==> src/rtl/mii_sched_pkg.sv <==
// Shared definitions for the MII frame scheduler and the frame generator it drives:
// scheduler states, XGMII-style control codes and beat decoders.
package mii_sched_pkg;

    typedef enum logic [1:0] {
        IDLE     = 2'd0,
        WAIT_SOF = 2'd1,
        WAIT_EOF = 2'd2,
        GAP      = 2'd3
    } state_e;

    localparam logic [7:0] IDLE_CODE  = 8'h07;
    localparam logic [7:0] START_CODE = 8'hFB;
    localparam logic [7:0] EOF_CODE   = 8'hFD;
    localparam logic [7:0] NO_PADDING = 8'd2;

    // Start of frame is only legal in lane 0.
    function automatic logic is_sof(input logic [63:0] txd, input logic [7:0] ctrl);
        return ctrl[0] && (txd[7:0] == START_CODE);
    endfunction

    function automatic logic has_eof(input logic [63:0] txd, input logic [7:0] ctrl);
        logic hit;
        hit = 1'b0;
        for (int i = 0; i < 8; i++) begin
            if (ctrl[i] && (txd[8*i +: 8] == EOF_CODE)) hit = 1'b1;
        end
        return hit;
    endfunction

endpackage

==> src/rtl/mii_frame_scheduler_if.sv <==
// Bundle between the traffic sources / frame generator (master) and the scheduler (slave).
// Handshake: i_req[k] is a level held by source k until o_gnt[k] rises; o_gnt stays high
// for the whole frame, and a frame is complete on the single-cycle o_done pulse.
interface mii_frame_scheduler_if #(
    parameter int N_REQ = 4
);
    logic [N_REQ-1:0]    i_req;
    logic [16*N_REQ-1:0] i_len;
    logic [N_REQ-1:0]    i_nopad;
    logic [63:0]         i_gen_txd;
    logic [7:0]          i_gen_ctrl;
    logic                i_clr_err;

    logic [N_REQ-1:0]    o_gnt;
    logic [2:0]          o_active_id;
    logic                o_gen_en;
    logic [15:0]         o_payload_length;
    logic [7:0]          o_interrupt;
    logic                o_done;
    logic                o_busy;
    logic [15:0]         o_frame_cnt;
    logic                o_err_len;
    logic                o_err_timeout;

    modport master (
        output i_req, i_len, i_nopad, i_gen_txd, i_gen_ctrl, i_clr_err,
        input  o_gnt, o_active_id, o_gen_en, o_payload_length, o_interrupt,
               o_done, o_busy, o_frame_cnt, o_err_len, o_err_timeout
    );

    modport slave (
        input  i_req, i_len, i_nopad, i_gen_txd, i_gen_ctrl, i_clr_err,
        output o_gnt, o_active_id, o_gen_en, o_payload_length, o_interrupt,
               o_done, o_busy, o_frame_cnt, o_err_len, o_err_timeout
    );
endinterface

==> src/rtl/mii_frame_scheduler_rr_arbiter.sv <==
// Round-robin arbiter: picks the first request after the last served index.
// The pointer moves only on i_advance, so a held request is not skipped by idle cycles.
module rr_arbiter #(
    parameter int N_REQ = 4,
    parameter int IDX_W = $clog2(N_REQ)
) (
    input  logic             clk,
    input  logic             i_rst_n,
    input  logic [N_REQ-1:0] i_req,
    input  logic             i_advance,
    output logic             o_valid,
    output logic [N_REQ-1:0] o_gnt,
    output logic [IDX_W-1:0] o_idx
);

    logic [IDX_W-1:0] last_q;
    logic [IDX_W-1:0] last_d;
    logic [IDX_W-1:0] cand;
    int               pos;

    always_comb begin
        o_valid = 1'b0;
        o_idx   = '0;
        cand    = '0;
        pos     = 0;
        for (int k = 1; k <= N_REQ; k++) begin
            pos = int'(last_q) + k;
            if (pos >= N_REQ) pos = pos - N_REQ;
            cand = IDX_W'(pos);
            if (!o_valid && i_req[cand]) begin
                o_valid = 1'b1;
                o_idx   = cand;
            end
        end
        o_gnt  = o_valid ? ({{(N_REQ-1){1'b0}}, 1'b1} << o_idx) : '0;
        last_d = (i_advance && o_valid) ? o_idx : last_q;
    end

    always_ff @(posedge clk or negedge i_rst_n) begin
        if (!i_rst_n) last_q <= IDX_W'(N_REQ - 1);
        else          last_q <= last_d;
    end

endmodule

==> src/rtl/mii_frame_scheduler.sv <==
// Shares one MII frame generator among N_REQ sources: round-robin grant, per-frame
// SOF/EOF tracking with timeout, and an enforced inter-packet gap.
module mii_frame_scheduler
    import mii_sched_pkg::*;
#(
    parameter int N_REQ          = 4,
    parameter int MAX_PAYLOAD    = 1500,
    parameter int IPG_MIN_CYCLES = 2,
    parameter int TIMEOUT_CYCLES = 256
) (
    input  logic                         clk,
    input  logic                         i_rst_n,
    mii_frame_scheduler_if.slave         bus,
    output state_e                       o_dbg_state
);

    localparam int IDX_W = $clog2(N_REQ);
    localparam int CNT_W = $clog2(TIMEOUT_CYCLES + IPG_MIN_CYCLES + 1);

    state_e            state_q, state_d;
    logic [CNT_W-1:0]  cnt_q, cnt_d;
    logic [N_REQ-1:0]  gnt_q, gnt_d;
    logic [2:0]        id_q, id_d;
    logic              gen_en_q, gen_en_d;
    logic [15:0]       len_q, len_d;
    logic [7:0]        intr_q, intr_d;
    logic              done_q, done_d;
    logic              busy_q, busy_d;
    logic [15:0]       frame_cnt_q, frame_cnt_d;
    logic              err_len_q, err_len_d;
    logic              err_to_q, err_to_d;

    logic              arb_valid;
    logic              arb_advance;
    logic [N_REQ-1:0]  arb_gnt;
    logic [IDX_W-1:0]  arb_idx;

    logic [15:0]       sel_len;
    logic              len_ok;
    logic              sof, eof;
    logic              timeout_hit;
    logic              finish, abort;
    logic              set_len_err, set_to_err;

    // The pointer moves on every IDLE decision, including rejected lengths.
    assign arb_advance = (state_q == IDLE) && arb_valid;

    rr_arbiter #(.N_REQ(N_REQ), .IDX_W(IDX_W)) u_arb (
        .clk       (clk),
        .i_rst_n   (i_rst_n),
        .i_req     (bus.i_req),
        .i_advance (arb_advance),
        .o_valid   (arb_valid),
        .o_gnt     (arb_gnt),
        .o_idx     (arb_idx)
    );

    always_comb begin
        sel_len = '0;
        for (int k = 0; k < N_REQ; k++) begin
            if (arb_idx == IDX_W'(k)) sel_len = bus.i_len[16*k +: 16];
        end
        len_ok      = (sel_len != 16'd0) && (sel_len <= 16'(MAX_PAYLOAD));
        sof         = is_sof(bus.i_gen_txd, bus.i_gen_ctrl);
        eof         = has_eof(bus.i_gen_txd, bus.i_gen_ctrl);
        timeout_hit = (cnt_q == CNT_W'(TIMEOUT_CYCLES - 1));

        state_d     = state_q;
        cnt_d       = cnt_q;
        gnt_d       = gnt_q;
        id_d        = id_q;
        len_d       = len_q;
        intr_d      = intr_q;
        done_d      = 1'b0;
        frame_cnt_d = frame_cnt_q;
        finish      = 1'b0;
        abort       = 1'b0;
        set_len_err = 1'b0;
        set_to_err  = 1'b0;

        case (state_q)
            IDLE: begin
                if (arb_valid) begin
                    if (len_ok) begin
                        gnt_d   = arb_gnt;
                        id_d    = 3'(arb_idx);
                        len_d   = sel_len;
                        intr_d  = bus.i_nopad[arb_idx] ? NO_PADDING : 8'd0;
                        cnt_d   = '0;
                        state_d = WAIT_SOF;
                    end else begin
                        set_len_err = 1'b1;
                    end
                end
            end
            WAIT_SOF: begin
                // A short frame can start and terminate within one beat.
                if (sof && eof)       finish = 1'b1;
                else if (sof) begin
                    cnt_d   = '0;
                    state_d = WAIT_EOF;
                end
                else if (timeout_hit) abort = 1'b1;
                else                  cnt_d = cnt_q + 1'b1;
            end
            WAIT_EOF: begin
                if (eof)              finish = 1'b1;
                else if (timeout_hit) abort = 1'b1;
                else                  cnt_d = cnt_q + 1'b1;
            end
            GAP: begin
                if (cnt_q == CNT_W'(IPG_MIN_CYCLES - 1)) state_d = IDLE;
                else                                     cnt_d   = cnt_q + 1'b1;
            end
            default: state_d = IDLE;
        endcase

        if (finish || abort) begin
            state_d = GAP;
            cnt_d   = '0;
            gnt_d   = '0;
        end
        if (finish) begin
            done_d      = 1'b1;
            frame_cnt_d = frame_cnt_q + 16'd1;
        end
        set_to_err = abort;

        err_len_d = set_len_err | (err_len_q & ~bus.i_clr_err);
        err_to_d  = set_to_err  | (err_to_q  & ~bus.i_clr_err);
        gen_en_d  = (state_d == WAIT_SOF) || (state_d == WAIT_EOF);
        busy_d    = (state_d != IDLE);
    end

    always_ff @(posedge clk or negedge i_rst_n) begin
        if (!i_rst_n) begin
            state_q     <= IDLE;
            cnt_q       <= '0;
            gnt_q       <= '0;
            id_q        <= '0;
            gen_en_q    <= 1'b0;
            len_q       <= '0;
            intr_q      <= '0;
            done_q      <= 1'b0;
            busy_q      <= 1'b0;
            frame_cnt_q <= '0;
            err_len_q   <= 1'b0;
            err_to_q    <= 1'b0;
        end else begin
            state_q     <= state_d;
            cnt_q       <= cnt_d;
            gnt_q       <= gnt_d;
            id_q        <= id_d;
            gen_en_q    <= gen_en_d;
            len_q       <= len_d;
            intr_q      <= intr_d;
            done_q      <= done_d;
            busy_q      <= busy_d;
            frame_cnt_q <= frame_cnt_d;
            err_len_q   <= err_len_d;
            err_to_q    <= err_to_d;
        end
    end

    assign bus.o_gnt            = gnt_q;
    assign bus.o_active_id      = id_q;
    assign bus.o_gen_en         = gen_en_q;
    assign bus.o_payload_length = len_q;
    assign bus.o_interrupt      = intr_q;
    assign bus.o_done           = done_q;
    assign bus.o_busy           = busy_q;
    assign bus.o_frame_cnt      = frame_cnt_q;
    assign bus.o_err_len        = err_len_q;
    assign bus.o_err_timeout    = err_to_q;
    assign o_dbg_state          = state_q;

endmodule

==> src/flat_wrapper.sv <==
// flat-port wrapper written by rule: the top's interface ports become plain ports
module mii_frame_scheduler_flat import mii_sched_pkg::*;
#(
    parameter int N_REQ          = 4,
    parameter int MAX_PAYLOAD    = 1500,
    parameter int IPG_MIN_CYCLES = 2,
    parameter int TIMEOUT_CYCLES = 256
)
  (clk, i_rst_n, o_dbg_state, bus_i_req, bus_i_len, bus_i_nopad, bus_i_gen_txd, bus_i_gen_ctrl, bus_i_clr_err, bus_o_gnt, bus_o_active_id, bus_o_gen_en, bus_o_payload_length, bus_o_interrupt, bus_o_done, bus_o_busy, bus_o_frame_cnt, bus_o_err_len, bus_o_err_timeout);
  mii_frame_scheduler_if #(.N_REQ(N_REQ)) bus_i ();
  input  logic clk;
  input  logic i_rst_n;
  output state_e o_dbg_state;
  input wire logic [$bits(bus_i.i_req)-1:0] bus_i_req;
  input wire logic [$bits(bus_i.i_len)-1:0] bus_i_len;
  input wire logic [$bits(bus_i.i_nopad)-1:0] bus_i_nopad;
  input wire logic [$bits(bus_i.i_gen_txd)-1:0] bus_i_gen_txd;
  input wire logic [$bits(bus_i.i_gen_ctrl)-1:0] bus_i_gen_ctrl;
  input wire logic [$bits(bus_i.i_clr_err)-1:0] bus_i_clr_err;
  output wire logic [$bits(bus_i.o_gnt)-1:0] bus_o_gnt;
  output wire logic [$bits(bus_i.o_active_id)-1:0] bus_o_active_id;
  output wire logic [$bits(bus_i.o_gen_en)-1:0] bus_o_gen_en;
  output wire logic [$bits(bus_i.o_payload_length)-1:0] bus_o_payload_length;
  output wire logic [$bits(bus_i.o_interrupt)-1:0] bus_o_interrupt;
  output wire logic [$bits(bus_i.o_done)-1:0] bus_o_done;
  output wire logic [$bits(bus_i.o_busy)-1:0] bus_o_busy;
  output wire logic [$bits(bus_i.o_frame_cnt)-1:0] bus_o_frame_cnt;
  output wire logic [$bits(bus_i.o_err_len)-1:0] bus_o_err_len;
  output wire logic [$bits(bus_i.o_err_timeout)-1:0] bus_o_err_timeout;
  assign bus_i.i_req = bus_i_req;
  assign bus_i.i_len = bus_i_len;
  assign bus_i.i_nopad = bus_i_nopad;
  assign bus_i.i_gen_txd = bus_i_gen_txd;
  assign bus_i.i_gen_ctrl = bus_i_gen_ctrl;
  assign bus_i.i_clr_err = bus_i_clr_err;
  assign bus_o_gnt = bus_i.o_gnt;
  assign bus_o_active_id = bus_i.o_active_id;
  assign bus_o_gen_en = bus_i.o_gen_en;
  assign bus_o_payload_length = bus_i.o_payload_length;
  assign bus_o_interrupt = bus_i.o_interrupt;
  assign bus_o_done = bus_i.o_done;
  assign bus_o_busy = bus_i.o_busy;
  assign bus_o_frame_cnt = bus_i.o_frame_cnt;
  assign bus_o_err_len = bus_i.o_err_len;
  assign bus_o_err_timeout = bus_i.o_err_timeout;
  mii_frame_scheduler #(.N_REQ(N_REQ), .MAX_PAYLOAD(MAX_PAYLOAD), .IPG_MIN_CYCLES(IPG_MIN_CYCLES), .TIMEOUT_CYCLES(TIMEOUT_CYCLES)) u_core (.clk(clk), .i_rst_n(i_rst_n), .bus(bus_i), .o_dbg_state(o_dbg_state));
endmodule
==> config.mk <==
export PLATFORM = sky130hd
export DESIGN_NAME = mii_frame_scheduler_flat
export DESIGN_NICKNAME = d
export VERILOG_FILES = /design/src/rtl/mii_sched_pkg.sv /design/src/rtl/mii_frame_scheduler_if.sv /design/src/rtl/mii_frame_scheduler_rr_arbiter.sv /design/src/rtl/mii_frame_scheduler.sv /design/src/flat_wrapper.sv
export SDC_FILE = /design/constraint.sdc
export NUM_CORES = 1
export LEC_CHECK = 0
export CAP_MARGIN = 20
export CORE_UTILIZATION = 30
export CTS_CLUSTER_SIZE = 8
export DETAILED_ROUTE_END_ITERATION = 6
export SLEW_MARGIN = 15
export SYNTH_ARGS = -nofsm -noshare
export SYNTH_HDL_FRONTEND = slang
export SYNTH_HIERARCHICAL = 1
export SYNTH_SLANG_ARGS = --single-unit
==> constraint.sdc <==
create_clock -name clk -period 4.5 [get_ports clk]
set_input_delay 0.9 -clock clk [delete_from_list [all_inputs] [get_ports clk]]
set_output_delay 0.9 -clock clk [all_outputs]
set_load 0.05 [all_outputs]
==> results.yml <==
final_layout:
  layout.cells.most_common: "sky130_fd_sc_hd__clkdlybuf4s50_1"
  final_util: 0.5085
  final_net_count: 699
  multi_input_comb_area_um2: 2087
  final_cell_area_um2: 6108
  drive_gt1_frac: 0.1225
  filler_cell_count: 1100
  num_antenna_cells: 0
  area_delta_synth_final_pct: 65.32
  commonest_cells_after_routing_fill_and_taps_aside: "191 x sky130_fd_sc_hd__clkdlybuf4s50_1, 55 x sky130_fd_sc_hd__dfrtp_1, 27 x sky130_fd_sc_hd__nand2_1"
  layout.area.seq_um2: 1429
clock_tree:
  sinks_on_the_clock_net: 57
  cts.root.buffer_cell: "sky130_fd_sc_hd__clkbuf_16"
  cts_made_buffers: 9
  tritoncts: "built"
  ctsResizeCount: 0
  clkTransAtPathRegs_ps: 50
  post-cts-setup-buffers: 0
  clockBufferDepth: 2
  cts-hold-fix-buffers: 0
  clk-insertion-delay-late_ps: 330
  cts.htree.levels: 3
grt:
  grt_overflow: 0
  total_global_route_track_usage: 0.1771
  antenna_violations_before_repair: 0
  via_count_of_the_first_global_routing_pass: 3617
  grt_max_degree: 33
  global_route_wire_length_before_repair_mm: 17.53
yosys:
  synthCells: 343
  synth_top_flop_cell: "sky130_fd_sc_hd__dfrtp_1"
  synth_compound_gate_area_share: 0.1243
  synth_largest_area_cell: "sky130_fd_sc_hd__dfrtp_1"
  ys_seq_elements: 57
  yosys.area.top_type_share: 0.3725
  synthAdderAreaFrac: 0.03386
  synthSimpleGateAreaFrac: 0.1998
  synth.distinct_cells: 62
  synthTopCellsByArea: "sky130_fd_sc_hd__dfrtp_1 37%, sky130_fd_sc_hd__mux4_2 6.7%, sky130_fd_sc_hd__mux2_4 4.1%"
  yosys-mux-area-fraction: 0.1609
  synth-xor-area-share: 0.03793
  syn_area_per_cell_um2: 10.77
  yosys_warnings: 6
  synth_enable_flop_cells: 0
  dominant_combinational_cell_family_by_area_after_synthesis: "simple AND/OR/NAND/NOR gates"
  synth.yosys.seq_area_share: 0.3867
  postSynth.asyncResetShare: 1.000
  syn_area_um2: 3695
power_and_ir_drop:
  post-layout-total-power_uw: 2645
  p_seq_frac: 0.269
  internal_power_uw: 1686
  total_leakage_power_uw: 0.002454
  power_dissipated_by_switching_net_loads_uw: 958.9
  pwr_density_cell_nw_per_um2: 433.1
  ir_worst_vdd_uv: 238.5
  power_frac_clock: 0.274
  netSwitchingFraction: 0.3625
  combinationalPowerShare: 0.456
die:
  total_number_of_placement_rows: 40
  floorplan.initialDensity: 0.3076
  total_core_area_um2: 12010
  floorplan.die_area_um2: 12760
  ios: 201
  fp.dieW_um: 113.0
  fp.dieH_um: 113.0
sta:
  max_slew.worst_pin.slew_ps: 851.9
  holdWs_ps: 478.3
  setup-violations-final: 0
  rsz0062_at_grt: "false"
  maxSlewHeadroom: 0.4300
  max_freq_ghz: 0.2400
  final_period_minus_worst_setup_slack_ps: 4166
  tns_ps: 0
  report.final.slew_viol_count: 0
  min_period_over_period: 0.9258
  final_hold_viol_count: 0
  finalClockSkew_ps: 5.706
placed_design:
  dpl-instance-area_um2: 5786
  place.detailed.hpwl_mm: 9.054
  finalWeightedCongestion: 0.7901
  placement.io_buffers: 192
routing:
  met3RoutedLength_mm: 1.243
  routed_wire_length_per_instance_um: 16.01
  first_iter_violations: 124
  detail-route-antenna-nets: 0
  met2WireLength_mm: 5.454
  routed_via_density: 5.107
  top_layer: "met4"
  num_vias: 3544
  number_of_search_and_repair_iterations_in_the_first_detailed_routing_pass: 4
  drt-total-wl_mm: 11.11
  drc: 0
  met1Wirelength_mm: 4.264
status:
  outcome: "complete, no violations"
min_path:
  min-delay-path-class: "flop to flop"
  hold_path_startpoint: "u_core/bus.o_frame_cnt[15]"
worst_setup_path:
  reg2reg_from: "u_core/u_arb/last_q[1]"
  critPathLaunch: "bus_i_req[3]"
  critPathCaptureType: "flop"
  worstSetupPathType: "input pin to flop"
  critPathRequiredTime_ps: 4710
  critical_path.startpoint_type: "input pin"
  critical_path_peak_fanout: 15
  critical_path_arrival_ps: 4370
job:
  max_cap_viol_count: 0
-- power groups by stage --
| stage | Combinational (uW) | Clock [uW] | Sequential (uW) |
|---|---|---|---|
| final | 1210 | 726 | 712 |
| after global routing | 1280 | 766 | 729 |
| after CTS | 1220 | 742 | 716 |
| after detailed placement | 1220 | 0 | 720 |
| after global placement | 1210 | 0 | 722 |
| after floorplan | 479 | 0 | 998 |
-- Yosys cell counts, types with 3 or more instances --
cell / count
sky130_fd_sc_hd__buf_4: 9
sky130_fd_sc_hd__o41ai_1: 4
sky130_fd_sc_hd__nand3_1: 12
sky130_fd_sc_hd__and3_1: 5
sky130_fd_sc_hd__nand2b_1: 5
sky130_fd_sc_hd__nand2_1: 27
sky130_fd_sc_hd__o21ai_0: 4
sky130_fd_sc_hd__ha_1: 10
sky130_fd_sc_hd__nor3_1: 5
sky130_fd_sc_hd__mux2_2: 6
sky130_fd_sc_hd__mux2i_1: 5
sky130_fd_sc_hd__o31ai_1: 4
sky130_fd_sc_hd__or4_1: 4
sky130_fd_sc_hd__mux4_2: 11
sky130_fd_sc_hd__nor2_1: 12
sky130_fd_sc_hd__dfrtp_1: 55
sky130_fd_sc_hd__o31a_1: 5
sky130_fd_sc_hd__xnor2_1: 14
sky130_fd_sc_hd__mux4_1: 3
sky130_fd_sc_hd__nand4_1: 13
sky130_fd_sc_hd__or3_1: 3
sky130_fd_sc_hd__a31oi_1: 5
sky130_fd_sc_hd__o21a_1: 5
sky130_fd_sc_hd__and4_1: 3
sky130_fd_sc_hd__o22ai_1: 3
sky130_fd_sc_hd__a21oi_1: 14
sky130_fd_sc_hd__nor4_1: 15
sky130_fd_sc_hd__and2_1: 3
sky130_fd_sc_hd__nor2b_1: 5
sky130_fd_sc_hd__buf_6: 4
sky130_fd_sc_hd__clkbuf_1: 5
sky130_fd_sc_hd__inv_1: 17
sky130_fd_sc_hd__mux2_4: 10
-- through the flow --
step	setup WS, ps	std cells
6_report	334.1	694
5_1_grt	191.2	694
4_1_cts	342.1	694
3_5_place_dp	15.48	678
3_3_place_gp	116.8	678
2_1_floorplan	680.6	350
-- kinds of logic (layout without fill, tap and decap cells) --
group | after synthesis | after routing
muxes | 35 | 35
AOI/OAI and AO/OA | 61 | 61
DFF | 57 | 57
buffers and inverters | 37 | 234
and+or+nand+nor | 126 | 126
adders and majority gates | 10 | 10
xor gates and xnor gates | 16 | 16
other | 1 | 8
-- worst paths after layout --
path,end,depth (start not counted),slack (ps)
worst max-delay path,u_core/bus.o_gen_en,12,330
worst min-delay path,u_core/bus.o_frame_cnt[15],1,480
worst max register to register,u_core/bus.o_gen_en,11,920
worst min register to register,u_core/bus.o_frame_cnt[15],1,480
max in group asynchronous,u_core/bus.o_frame_cnt[5],2,3060
min in group asynchronous,u_core/bus.o_payload_length[3],1,580
-- critical path, stage by stage --
cell	delay [ps]
sky130_fd_sc_hd__clkdlybuf4s50_1	560
sky130_fd_sc_hd__nand2b_1	130
sky130_fd_sc_hd__o22a_1	230
sky130_fd_sc_hd__nand2_1	110
sky130_fd_sc_hd__buf_12	170
sky130_fd_sc_hd__mux4_2	550
sky130_fd_sc_hd__o2111a_1	270
sky130_fd_sc_hd__o2111a_1	290
sky130_fd_sc_hd__o31a_1	450
sky130_fd_sc_hd__o32a_1	360
sky130_fd_sc_hd__nor2_1	100
sky130_fd_sc_hd__ha_1	240
-- area by class of cell --
cell class / instances / share of cell area
Sequential cell: 57 / 0.2339
Inverter: 17 / 0.01045
Clock buffer: 12 / 0.04035
Multi-Input combinational cell: 256 / 0.3417
Clock inverter: 4 / 0.01249
Tap cell: 147 / 0.03011
Timing Repair Buffer: 201 / 0.3310
-- flip-flops by register name, indices dropped and copies added, names as in the netlist --
signal / flops
u_core/bus.o_busy: 1
u_core/bus.o_active_id: 2
u_core/bus.o_err_timeout: 1
u_core/bus.o_done: 1
u_core/bus.o_err_len: 1
u_core/u_arb/last_q: 2
u_core/o_dbg_state: 2
u_core/bus.o_gnt: 4
u_core/bus.o_frame_cnt: 16
u_core/bus.o_payload_length: 16
u_core/bus.o_interrupt: 1
u_core/bus.o_gen_en: 1
u_core/cnt_q: 9
-- routing by layer --
metal / vias to the layer above / global-route usage
li1: 1696 / -
met1: 1634 / 0.1907
met2: 203 / 0.3267
met3: 11 / 0.06267
met4: 0 / 0.05000
met5: - / 0
(Power assumes the default switching activity.)
